## src/rtl/pipeline_hazard_ctrl.sv

```systemverilog
// Hazard sequencer for the IF/ID and ID/EX stage registers: load-use bubbles, redirect flushes,
// data-memory wait freezes and ALU forwarding selects. Optional perf counters: HAZARD_PERF_CNT_EN.
module pipeline_hazard_ctrl #(
  parameter int LOAD_USE_STALLS = 1,
  parameter int REG_ADDR_W      = 5
) (
  input  logic                  CLK,
  input  logic                  RST,
  input  logic [REG_ADDR_W-1:0] id_rs1,
  input  logic [REG_ADDR_W-1:0] id_rs2,
  input  logic                  id_uses_rs1,
  input  logic                  id_uses_rs2,
  input  logic [REG_ADDR_W-1:0] ex_rd,
  input  logic                  ex_reg_write,
  input  logic                  ex_is_load,
  input  logic [REG_ADDR_W-1:0] mem_rd,
  input  logic                  mem_reg_write,
  input  logic                  ex_redirect,
  input  logic                  mem_req,
  input  logic                  mem_ready,
  output logic                  pc_en,
  output logic                  ifid_en,
  output logic                  ifid_flush,
  output logic                  idex_en,
  output logic                  idex_flush,
  output logic [1:0]            fwd_a,
  output logic [1:0]            fwd_b,
  output logic [1:0]            state
`ifdef HAZARD_PERF_CNT_EN
  ,
  output logic [31:0]           stall_cycles,
  output logic [31:0]           flush_events
`endif
);

  typedef enum logic [1:0] {RUN = 2'b00, LSTALL = 2'b01, MWAIT = 2'b10} state_t;

  localparam logic [1:0] LUS_M1 = 2'(LOAD_USE_STALLS - 1);

  state_t     r_state, w_nstate;
  logic [1:0] r_cnt, w_ncnt;
  logic       w_lu, w_lstall_mode, w_redir;
  logic       w_pc_en, w_ifid_en, w_ifid_flush, w_idex_en, w_idex_flush;
  logic [1:0] w_fwd_a, w_fwd_b;

  assign w_lu = ex_is_load && ex_reg_write && (ex_rd != '0) &&
                ((id_uses_rs1 && (id_rs1 == ex_rd)) || (id_uses_rs2 && (id_rs2 == ex_rd)));

  // After a memory wait, a non-zero counter means the load-use bubble train resumes.
  assign w_lstall_mode = (r_state == LSTALL) || ((r_state == MWAIT) && (r_cnt != 2'd0));

  always_comb begin
    w_pc_en      = 1'b1;
    w_ifid_en    = 1'b1;
    w_ifid_flush = 1'b0;
    w_idex_en    = 1'b1;
    w_idex_flush = 1'b0;
    w_redir      = 1'b0;
    w_nstate     = RUN;
    w_ncnt       = r_cnt;
    if (((r_state == MWAIT) && !mem_ready) ||
        ((r_state != MWAIT) && mem_req && !mem_ready)) begin
      w_pc_en   = 1'b0;
      w_ifid_en = 1'b0;
      w_idex_en = 1'b0;
      w_nstate  = MWAIT;
    end else if (ex_redirect) begin
      w_ifid_flush = 1'b1;
      w_idex_flush = 1'b1;
      w_redir      = 1'b1;
      w_ncnt       = 2'd0;
    end else if (w_lstall_mode) begin
      w_pc_en      = 1'b0;
      w_ifid_en    = 1'b0;
      w_idex_flush = 1'b1;
      w_ncnt       = r_cnt - 2'd1;
      w_nstate     = (r_cnt == 2'd1) ? RUN : LSTALL;
    end else if (w_lu) begin
      w_pc_en      = 1'b0;
      w_ifid_en    = 1'b0;
      w_idex_flush = 1'b1;
      if (LOAD_USE_STALLS > 1) begin
        w_ncnt   = LUS_M1;
        w_nstate = LSTALL;
      end
    end
  end

  // EX result wins over MEM; a load in EX has no result to forward yet.
  always_comb begin
    w_fwd_a = 2'b00;
    w_fwd_b = 2'b00;
    if (ex_reg_write && !ex_is_load && (ex_rd != '0) && (ex_rd == id_rs1)) w_fwd_a = 2'b01;
    else if (mem_reg_write && (mem_rd != '0) && (mem_rd == id_rs1))        w_fwd_a = 2'b10;
    if (ex_reg_write && !ex_is_load && (ex_rd != '0) && (ex_rd == id_rs2)) w_fwd_b = 2'b01;
    else if (mem_reg_write && (mem_rd != '0) && (mem_rd == id_rs2))        w_fwd_b = 2'b10;
  end

  assign pc_en      = RST ? 1'b0  : w_pc_en;
  assign ifid_en    = RST ? 1'b0  : w_ifid_en;
  assign ifid_flush = RST ? 1'b1  : w_ifid_flush;
  assign idex_en    = RST ? 1'b1  : w_idex_en;
  assign idex_flush = RST ? 1'b1  : w_idex_flush;
  assign fwd_a      = RST ? 2'b00 : w_fwd_a;
  assign fwd_b      = RST ? 2'b00 : w_fwd_b;
  assign state      = RST ? 2'b00 : r_state;

  always_ff @(posedge CLK) begin
    if (RST) begin
      r_state <= RUN;
      r_cnt   <= 2'd0;
    end else begin
      r_state <= w_nstate;
      r_cnt   <= w_ncnt;
    end
  end

`ifdef HAZARD_PERF_CNT_EN
  always_ff @(posedge CLK) begin
    if (RST) begin
      stall_cycles <= 32'd0;
      flush_events <= 32'd0;
    end else begin
      stall_cycles <= stall_cycles + {31'd0, !w_pc_en};
      flush_events <= flush_events + {31'd0, w_redir};
    end
  end
`endif

endmodule
```

## config.mk

```make
export PLATFORM = sky130hd
export DESIGN_NAME = pipeline_hazard_ctrl
export DESIGN_NICKNAME = d
export VERILOG_FILES = /design/src/rtl/pipeline_hazard_ctrl.sv
export SDC_FILE = /design/constraint.sdc
export NUM_CORES = 1
export LEC_CHECK = 0
export ABC_AREA = 1
export CAP_MARGIN = 20
export CORE_UTILIZATION = 40
export DETAILED_ROUTE_END_ITERATION = 10
export HOLD_SLACK_MARGIN = 0.06
export PLACE_DENSITY = 0.85
export REMOVE_ABC_BUFFERS = 1
export SYNTH_ARGS = -nofsm -noshare
export SYNTH_HDL_FRONTEND = slang
export SYNTH_SLANG_ARGS = --single-unit
```

## constraint.sdc

```tcl
create_clock -name CLK -period 2.9 [get_ports CLK]
set_input_delay 0.58 -clock CLK [delete_from_list [all_inputs] [get_ports CLK]]
set_output_delay 0.58 -clock CLK [all_outputs]
set_load 0.01 [all_outputs]
```

==> impl_metrics.ini <==
[power_and_ir_drop]
clockPowerShare_pct = 24.6
switchingPower_mw = 0.09243
power_mw = 0.2720
p_int_mw = 0.1796
p_leak_nw = 0.5758
swShare_pct = 33.98
p_comb_share_pct = 52.9
irDropWorstVdd_uv = 211.5
powerDensity_nw_per_um2 = 238.4
p_seq_share_pct = 22.4

[timing]
grt_setup_unrepaired = false
holdWs_ns = 0.5008
finalSetupViolations = 0
finalWorstPathRequiredPeriod_ns = 2.714
worst_pin_slew_ns = 0.3243
finalHoldViolations = 0
fin_worst_skew_ns = 0.0005341
slew_viol_final = 0
period_share_pct = 93.58
max_freq_ghz = 0.3685
relSlewSlack_pct = 78.31

[route]
viasPerCell = 5.381
antenna_left = 0
drc = 2
drtIter0Drc = 36
routed_wl_mm = 2.135
route.vias.total = 947
wl_per_cell_um = 12.13
drt-pass1-iter-count = 7

[final_layout]
final_cell_mix = clkdlybuf4s50_1 (33), inv_1 (25), nand2_1 (22), nor2_1 (9), nand3_1 (9)
diodes = 0
finalNetCount = 194
layout_commonest_cell = clkdlybuf4s50_1
drive_above_1_share_pct = 11.88
area_delta_synth_final_pct = 66.73
instances_no_fill = 176
fill_cells = 132

[cts]
path_clk_slew_ns = 0.03
clock_latency_ns = 0.23
numCtsBuffers = 3
postCtsSetupRepairBufs = 0
clkSinkCount = 4
cts_tree = done
ctsHtreeMaxLevel = 1
clock_path_buffers = 2
clock-root-buffer = clkbuf_4

[global_route]
grt_start_max_net_pins = 9
grt_pass1_wl_mm = 3.808
antenna_found_initial = 0
grt_pass1_vias = 971
track_usage_pct = 26.75
gr-total-overflow = 0

[placed_design]
dp.cells = 173
port_buffers = 40
dp_hpwl_mm = 1.887
finalWeightedCongestion = 0.8691

[worst_hold_path]
hold_depth = 2
min_from = r_cnt[1]
min_path_type = reg -> reg

[flow_run]
drv_cap = 0

[setup_path]
worstSetupPathType = in -> out
end_kind = primary output
endpoint = ifid_en
r2r_setup_slack_ns = 1.55
start_kind = input port
arrival_ns = 2.13
reg2reg_depth = 7
required_ns = 2.32
rr_startpoint = r_cnt[0]
startpoint = ex_rd[0]
crit_path_max_fanout = 4
r2r-end = r_cnt[0]

[logic_synthesis]
synth.avg_cell_area_um2 = 5.900
syn_inst = 116
ys_types = 23
ys_seq_elements = 4
synth.yosys.seq_area_share_pct = 11.70
syn_area_um2 = 684.4
yosysWarnings = 0

[die]
dieArea_um2 = 1881
die_w_um = 43.37
fp.dieH_um = 43.37
core_um2 = 1559
rows = 14
io_pins = 41
start_util_pct = 43.90

[run_status]
outcome = complete, but fails checks
failed_checks = DRC
## per-stage QoR
stage | cell area (um2) | setup TNS (ns) | util (%) | worst slack (ns)
after floorplan | 669.4 | 0 | - | 0.9968
after global placement | 1112 | -0.1650 | 71.35 | -0.06609
after detailed placement | 1112 | -0.3455 | 71.35 | -0.1189
after global routing | 1141 | 0 | 73.19 | 0.04717
final | 1141 | 0 | 73.19 | 0.1861
after CTS | 1134 | 0 | 72.71 | 0.01209
## power groups by stage
stage / clock, mW / combinational [mW] / sequential, mW
floorplan: 0 / 0.0644 / 0.0615
global placement: 0 / 0.137 / 0.0616
detailed placement: 0 / 0.144 / 0.0618
CTS: 0.0703 / 0.142 / 0.0610
global route: 0.0741 / 0.158 / 0.0613
finish: 0.0670 / 0.144 / 0.0610
## worst max-delay path, cell delays in order
cell and delay, ns:
clkdlybuf4s50_1 0.47, inv_1 0.07, nand2_1 0.06, o21ai_0 0.08, nor2_1 0.20, nand4_1 0.12
nand2_1 0.10, nand2_1 0.05, nand2_1 0.06, a21oi_2 0.05, dlygate4sd2_1 0.28
## state kept, by name, summed over array words and instances (netlist names)
name     cells
r_cnt        2
r_state      2
## final cells by class
type | count | area [um2] | area share (%)
inverter | 25 | 93.84 | 8.224
clock buffer | 3 | 22.52 | 1.974
sequential | 4 | 80.08 | 7.018
multi-input combinational | 85 | 503.0 | 44.08
timing repair buffer | 43 | 421.7 | 36.95
tap | 16 | 20.02 | 1.754
## kinds of logic (layout without fill, tap and decap cells)
kind of cell / count (synthesis) / count (layout) / synth area share (%)
buffers and inverters: 27 / 71 / 15.90
adder cells (fa/ha/maj): 2 / 2 / 3.656
AO/OA/AOI/OAI: 21 / 21 / 23.03
XOR/XNOR: 6 / 6 / 7.678
flip-flops: 4 / 4 / 11.70
AND/OR/NAND/NOR: 56 / 56 / 38.03
## layer usage
| metal | wire, um | vias up | global-route usage, % |
|---|---|---|---|
| met5 | 0 | - | 0 |
| met2 | 1105 | 54 | 47.58 |
| met4 | 62 | 0 | 11.88 |
| met3 | 180 | 9 | 7.083 |
| met1 | 787 | 414 | 29.74 |
| li1 | - | 470 | - |
## how the worst min path moves through the flow
stage	to	slack (ns)
2_1_floorplan	r_cnt[1]	0.46
3_3_place_gp	r_cnt[1]	0.48
3_5_place_dp	r_cnt[1]	0.50
4_1_cts	r_cnt[1]	0.51
5_1_grt	r_cnt[1]	0.54
6_report	r_cnt[1]	0.50
## cells in the mapped netlist (all sizes together)
master  count  area share [%]
nand3       9             6.6
inv        25              14
nor3        8             6.6
a21oi       8             7.5
o22ai       4             3.7
nand2      22              12
buf         2             2.2
o21bai      1             2.7
a211oi      1             1.8
ha          2             3.7
xor2        4             5.1
nand4       3             2.7
o21ai       7             7.3
nor2       12             7.3
dfxtp       4              12
nand3b      2             2.7
xnor2       2             2.6
## repair_timing
action                                  in CTS  in global routing
pin swaps                                    1                  1
endpoints found under the hold margin        0                  0
gates cloned                                 0                  0
hold buffers                                 0                  0
resized for setup                            6                  3
endpoints found under the setup margin       6                  2
Note: power is estimated with default switching activity, not from simulation.
